<file path="config.mk">
export PLATFORM = sky130hd
export DESIGN_NAME = dcache_wb_fsm
export DESIGN_NICKNAME = d
export VERILOG_FILES = /design/src/rtl/dcache_wb_fsm.sv
export SDC_FILE = /design/constraint.sdc
export NUM_CORES = 1
export LEC_CHECK = 0
export BUFFER_PORTS_ARGS = -buffer_cell sky130_fd_sc_hd__buf_2
export CAP_MARGIN = 10
export CORE_ASPECT_RATIO = 0.7
export CORE_MARGIN = 2
export CORE_UTILIZATION = 53
export CTS_CLUSTER_DIAMETER = 40
export DETAILED_ROUTE_END_ITERATION = 16
export PLACE_DENSITY = 0.86
export SLEW_MARGIN = 20
export SYNTH_ARGS = -nofsm -noshare
export SYNTH_HDL_FRONTEND = slang
export SYNTH_SLANG_ARGS = --single-unit
</file>
<file path="constraint.sdc">
create_clock -name clk -period 3.72 [get_ports clk]
set_input_delay 0.744 -clock clk [delete_from_list [all_inputs] [get_ports clk]]
set_output_delay 0.744 -clock clk [all_outputs]
set_load 0.005 [all_outputs]
</file>
<file path="src/rtl/dcache_wb_fsm.sv">
// Master controller for a write-back / write-allocate cache: hit pipelining, dirty victim
// writeback, line or single-word refill, uncached accesses and lookup/miss counters.
module dcache_wb_fsm #(
  parameter int LINE_WORDS = 4,
  parameter int CNT_W      = 32
) (
  input  logic                          clk,
  input  logic                          rst,
  input  logic                          cpu_valid,
  input  logic                          cpu_op,
  input  logic                          cpu_uncached,
  input  logic                          cache_hit,
  input  logic                          victim_dirty,
  input  logic                          rd_rdy,
  input  logic                          ret_valid,
  input  logic                          ret_last,
  input  logic                          wr_rdy,
  output logic                          ram_en,
  output logic                          miss_stall,
  output logic                          rd_req,
  output logic                          rd_type,
  output logic                          wr_req,
  output logic                          wr_type,
  output logic                          refill_we,
  output logic [$clog2(LINE_WORDS)-1:0] refill_idx,
  output logic [CNT_W-1:0]              lookup_cnt,
  output logic [CNT_W-1:0]              miss_cnt
);

  localparam int IDX_W = $clog2(LINE_WORDS);
  localparam logic [CNT_W-1:0] CNT_ONE = CNT_W'(1);
  localparam logic [IDX_W-1:0] IDX_ONE = IDX_W'(1);

  typedef enum logic [2:0] {
    S_IDLE, S_LOOKUP, S_WBACK, S_REPLACE, S_REFILL, S_UNC_WR
  } state_t;

  state_t           r_state, w_next;
  logic             r_rd_type;
  logic [IDX_W-1:0] r_idx;
  logic [CNT_W-1:0] r_lookup_cnt, r_miss_cnt;

  logic w_ram_en, w_stall, w_rd_req, w_rd_type, w_wr_req, w_wr_type, w_refill_we;
  logic w_type_ld, w_type_val, w_ret_done;

  assign w_ret_done = ret_valid & ret_last;

  always_ff @(posedge clk or posedge rst) begin
    if (rst) begin
      r_state      <= S_IDLE;
      r_rd_type    <= 1'b0;
      r_idx        <= '0;
      r_lookup_cnt <= '0;
      r_miss_cnt   <= '0;
    end else begin
      r_state <= w_next;
      if (w_type_ld)
        r_rd_type <= w_type_val;
      if (r_state == S_LOOKUP)
        r_lookup_cnt <= r_lookup_cnt + CNT_ONE;
      if (r_state == S_REPLACE && rd_rdy)
        r_idx <= '0;
      else if (r_state == S_REFILL && ret_valid)
        r_idx <= r_idx + IDX_ONE;
      // Only full-line refills count as cache misses; uncached loads do not.
      if (r_state == S_REFILL && w_ret_done && r_rd_type)
        r_miss_cnt <= r_miss_cnt + CNT_ONE;
    end
  end

  always_comb begin
    w_next      = r_state;
    w_ram_en    = 1'b0;
    w_stall     = 1'b0;
    w_rd_req    = 1'b0;
    w_rd_type   = 1'b0;
    w_wr_req    = 1'b0;
    w_wr_type   = 1'b0;
    w_refill_we = 1'b0;
    w_type_ld   = 1'b0;
    w_type_val  = 1'b0;
    case (r_state)
      S_IDLE: begin
        if (cpu_valid) begin
          w_ram_en = 1'b1;
          w_next   = S_LOOKUP;
        end
      end
      S_LOOKUP: begin
        if (cpu_uncached) begin
          w_stall = 1'b1;
          if (cpu_op) begin
            w_next = S_UNC_WR;
          end else begin
            w_type_ld = 1'b1;
            w_next    = S_REPLACE;
          end
        end else if (!cache_hit) begin
          w_stall    = 1'b1;
          w_type_ld  = 1'b1;
          w_type_val = 1'b1;
          w_next     = victim_dirty ? S_WBACK : S_REPLACE;
        end else if (cpu_valid) begin
          w_ram_en = 1'b1;
        end else begin
          w_next = S_IDLE;
        end
      end
      S_WBACK: begin
        w_stall   = 1'b1;
        w_wr_type = 1'b1;
        w_wr_req  = wr_rdy;
        if (wr_rdy) w_next = S_REPLACE;
      end
      S_REPLACE: begin
        w_stall   = 1'b1;
        w_rd_type = r_rd_type;
        w_rd_req  = rd_rdy;
        if (rd_rdy) w_next = S_REFILL;
      end
      S_REFILL: begin
        w_rd_type   = r_rd_type;
        w_refill_we = ret_valid & r_rd_type;
        if (w_ret_done) w_next = S_IDLE;
        else            w_stall = 1'b1;
      end
      S_UNC_WR: begin
        w_wr_req = wr_rdy;
        if (wr_rdy) w_next = S_IDLE;
        else        w_stall = 1'b1;
      end
      default: w_next = S_IDLE;
    endcase
  end

  // Mealy outputs are forced low while reset is held, even if inputs are active.
  assign ram_en     = w_ram_en    & ~rst;
  assign miss_stall = w_stall     & ~rst;
  assign rd_req     = w_rd_req    & ~rst;
  assign rd_type    = w_rd_type   & ~rst;
  assign wr_req     = w_wr_req    & ~rst;
  assign wr_type    = w_wr_type   & ~rst;
  assign refill_we  = w_refill_we & ~rst;
  assign refill_idx = r_idx;
  assign lookup_cnt = r_lookup_cnt;
  assign miss_cnt   = r_miss_cnt;

endmodule

</file>
# ---- Word-level counts from Yosys, hierarchy flattened
# Index checks and enable logic that the tools add are counted.
# W data, S select, Z words.
dict set report totals {
  register_bits 70
  out_inout_bits 73
  inputBits 11
  wordCells 71
}
dict set report op_classes {
  mux 32
  eq_ne 11
  reduce_logical 10
  bitwise_logic 10
  add_sub_neg 3
}
# cell n
set op_table {}
lappend op_table {{$add A32 B1 Y32 const B} 2}
lappend op_table {{$mux W3} 9}
lappend op_table {{$mux W1} 18}
lappend op_table {{$pmux W3 S6} 1}
lappend op_table {{$ne A2 B2 Y1 const B} 5}
lappend op_table {{$and A1 B1 Y1} 9}
lappend op_table {{$eq A3 B2 Y1 const B} 2}
lappend op_table {{$eq A3 B3 Y1 const B} 2}
lappend op_table {{$reduce_and A6 Y1} 1}
lappend op_table {{$reduce_or A2 Y1} 3}
lappend op_table {{$logic_and A1 B1 Y1} 4}
lappend op_table {{$mux W2} 2}
lappend op_table {{$ne A4 B4 Y1 const B} 1}
lappend op_table {{$pmux W1 S4} 1}
lappend op_table {{$eq A3 B1 Y1 const B} 1}
lappend op_table {{$logic_not A3 Y1} 1}
lappend op_table {{$add A2 B1 Y2 const B} 1}
lappend op_table {{$pmux W1 S2} 1}
lappend op_table {{$reduce_bool A2 Y1} 1}
lappend op_table {{$not A1 Y1} 1}

# ---- Logic depth before layout (Yosys ltp)
dict set report depth {
  word_depth 5
  depth_mapped 7
  depth_no_buf 6
}

# ---- Worst setup path after synthesis
# Ideal clock, no wire load.
dict set report synth_timing {
  path_kind {input to output}
  start {in rst}
  end {out ram_en}
  t_arrival_ns 2.602
  stages 3
  n_path_buf 0
  slack_ns 0.374
  required_ns 2.976
  path_cell_list {inv_1 -> nand3_1 -> a21oi_1}
}
dict set report synth_via {
  elab_chain_len 2
}
# element line
set synth_rtl {}
lappend synth_rtl {{start: declaration} 8} ;# input logic rst,
lappend synth_rtl {{$not A1 Y1} 137} ;# assign ram_en = w_ram_en & ~rst;
lappend synth_rtl {{$and A1 B1 Y1} 137}
lappend synth_rtl {{end: declaration} 18} ;# output logic ram_en,
# No other way between the ends.

# ---- Final worst setup path
dict set report layout_timing {
  start {reg r_state[1]}
  end {out miss_stall}
}
dict set report layout_via {
  elab_chain_len 4
}
# element line
set layout_rtl {}
lappend layout_rtl {{start: declaration} 38} ;# state_t r_state, w_next;
lappend layout_rtl {{start signal: assignment} 56} ;# r_state <= w_next;
lappend layout_rtl {{$eq A3 B2 Y1} 82} ;# case (r_state)
lappend layout_rtl {{$reduce_or A2 Y1 (no source line)} --}
lappend layout_rtl {{$pmux W1 S4 (*)} 82}
lappend layout_rtl {{$and A1 B1 Y1 (*)} 138} ;# assign miss_stall = w_stall & ~rst;
lappend layout_rtl {{end: declaration} 19} ;# output logic miss_stall,
# Mark *: on every way between the ends. The rest lies on a longest branch, timed or not.

==> impl_metrics.toml <==
[global_routing]
grt_pass1_vias = 2542
track_usage_pct = 22.19
grt_pass1_wl_um = 12410
antenna_found_initial = 0
grt_max_degree = 57
gr-total-overflow = 0

[setup_path]
required_ps = 2980
cp_top_family = "compound AO/OA/AOI/OAI gates"
critPathMaxFanout = 14
crit_chain = "nor2b_2, o211ai_1, a21oi_1, nor2_1, a211oi_1, buf_2"
crit_path_end_kind = "primary output"
cp_num_buf_inv = 1
slowest_stage = "dfrtp_1"
max_stage_delay_ps = 570
start_kind = "flop"
critPathKind = "reg -> out"
critical_path_arrival_ps = 1950

[place]
hpwl_um = 5327
place_congestion = 0.9170
placed_cells = 474
portBuffers = 83

[finish]
diodes = 0
areaGrowthSynthToFinish_pct = 20.35
layout.nets = 420
stdcell_count = 489
final_common_cell = "buf_2"
layout.core_utilization_pct = 65.60
mostFrequentLayoutCells = "buf_2, dfrtp_1, xnor2_1, nand2_1, nor2_1"
drive_gt1_share_pct = 28.47

[route]
viasPerCell = 5.442
finalWirelength_um = 7325
dr.pass1.iters = 4
drtIter0Drc = 103
wl_per_cell_um = 14.98
dr_total_vias = 2661
drc = 0
antenna_left = 0

[synthesis]
post_synth_num_cell_types = 43
syn_area_per_cell_um2 = 10.69
synth-seq-cells = 70
synth_ff_type = "dfrtp_1"
syn_nets = 330
synthCells = 317
synth_top_area_share_pct = 51.70
synth_edf_count = 0
syn_area_um2 = 3388
yosysWarnings = 0
seq_area_frac_synth_pct = 51.70
yosysTopAreaCell = "dfrtp_1"
synthArstFlopShare_pct = 100.0
synth_area_leaders = "dfrtp_1, xnor2_1, xor2_1"

[die]
fp-row-count = 24
core_um2 = 6216
io_pins = 84
die-height_um = 70.90
die_area_um2 = 7059
die_x_um = 99.57
start_util_pct = 54.51

[timing]
max_freq_mhz = 371.8
tns_ps = 0
fin_crit_sh_pct = 72.30
finClkSkew_ps = 9.139
relSlewSlack_pct = 53.60
whs_ps = 406.2
worstMarginPinSlew_ps = 696.0
min_period_ps = 2690
drv_slew = 0
hold_viol_final = 0
setup_viol = 0
rsz0062_at_grt = "false"

[cts]
clk_path_buf_depth = 2
cts_made_buffers = 9
cts_root_buf = "clkbuf_8"
ctsHoldBuffers = 0
cts_tree = "done"
post_cts_resized = 0
clk_latency_ps = 340
cts_setup_buffers = 0
path_clk_slew_ps = 70
h-tree-depth = 3
cts.sink_count = 70

[pwr]
p_int_w = 0.001343
pwr-share-clk_pct = 31.3
switchingPower_w = 0.0006001
p_leak_nw = 2.134
power_density_nw_per_um2 = 476.6
combPwrFrac_pct = 18.5
seqPwrFrac_pct = 50.2
switching_share_pct = 30.88
ir_drop_uv = 322.8

[status]
status = "complete, no violations"

[job]
maxCapViolations = 0

[worst_hold_path]
min_path_type = "in -> async"
## final timing paths
kind | startpoint | end | slack (ps) | cells after the start
worst min register to register | refill_idx[1] | refill_idx[1] | 490 | 1
min in group clk | refill_idx[1] | refill_idx[1] | 490 | 1
worst max register to register | r_state[0] | lookup_cnt[30] | 1580 | 5
max in group asynchronous | rst | lookup_cnt[20] | 2300 | 3
worst max-delay path | r_state[1] | miss_stall | 1030 | 6
worst min-delay path | rst | miss_cnt[7] | 410 | 2
## worst register-to-register path, stage by stage, from the launching register on
cell and delay [ps]:
dfrtp_1 720, nor3b_4 490, and3_1 300, nand4_1 210, nor2_1 180, xor2_1 160
## power by group through the flow
stage          sequential, W  combinational, W  clock (W)
2_1_floorplan       0.000922          0.000296          0
3_3_place_gp        0.000977          0.000346          0
3_5_place_dp        0.000983          0.000360          0
4_1_cts             0.000972          0.000362   0.000621
5_1_grt             0.000986          0.000403   0.000655
6_report            0.000976          0.000359   0.000609
## per-stage QoR
| stage | area, um2 | total power, W | worst slack, ps |
|---|---|---|---|
| 3_5_place_dp | 3879 | 0.001343 | 1274 |
| 5_1_grt | 4078 | 0.002045 | 842.2 |
| 4_1_cts | 4078 | 0.001956 | 1029 |
| 2_1_floorplan | 3388 | 0.001218 | 374.2 |
| 6_report | 4078 | 0.001944 | 1030 |
| 3_3_place_gp | 3879 | 0.001323 | 1319 |
## flip-flops by register name (all words and copies together), names as in the netlist
| register | flops |
|---|---|
| r_state | 3 |
| r_rd_type | 1 |
| miss_cnt | 32 |
| lookup_cnt | 32 |
| refill_idx | 2 |
## Yosys cell counts (2+ instances only)
library cell,number
a21oi_1,6
and3_1,9
and4_1,6
buf_4,3
clkbuf_1,2
dfrtp_1,70
ha_1,2
inv_1,8
mux2_2,2
nand2_1,35
nand2b_1,3
nand3_1,22
nand4_1,15
nand4_2,2
nor2_1,33
nor3_1,7
nor3b_4,2
o21ai_0,6
xnor2_1,39
xor2_1,22
## kinds of logic (layout without fill, tap and decap cells)
group                      Yosys count  count (layout)  synth area share, %
adders and majority gates            2               2               0.7384
and+or+nand+nor                    149             149                25.44
xor gates and xnor gates            62              62                16.25
AOI/OAI and AO/OA                   18              18                3.139
DFF                                 70              70                51.70
buffers and inverters               13             107                1.773
muxes                                3               3               0.9601
## per-layer routing
metal	wire length, um	share of wire (%)	track usage [%]	vias up
met5	0	0	0	-
met4	43	0.59	6.393	0
met3	364	5.0	6.028	5
met2	3463	47	34.83	75
met1	3453	47	30.74	1319
li1	-	-	-	1262
## cell type report
| class | count | area (um2) |
|---|---|---|
| Clock inverter | 3 | 43.79 |
| Tap cell | 78 | 97.59 |
| Inverter | 8 | 30.03 |
| Sequential cell | 70 | 1752 |
| Fill cell | 519 | 2138 |
| Multi-Input combinational cell | 234 | 1577 |
| Timing Repair Buffer | 84 | 422.9 |
| Clock buffer | 12 | 155.1 |
Power figures use the tool's default switching activity.
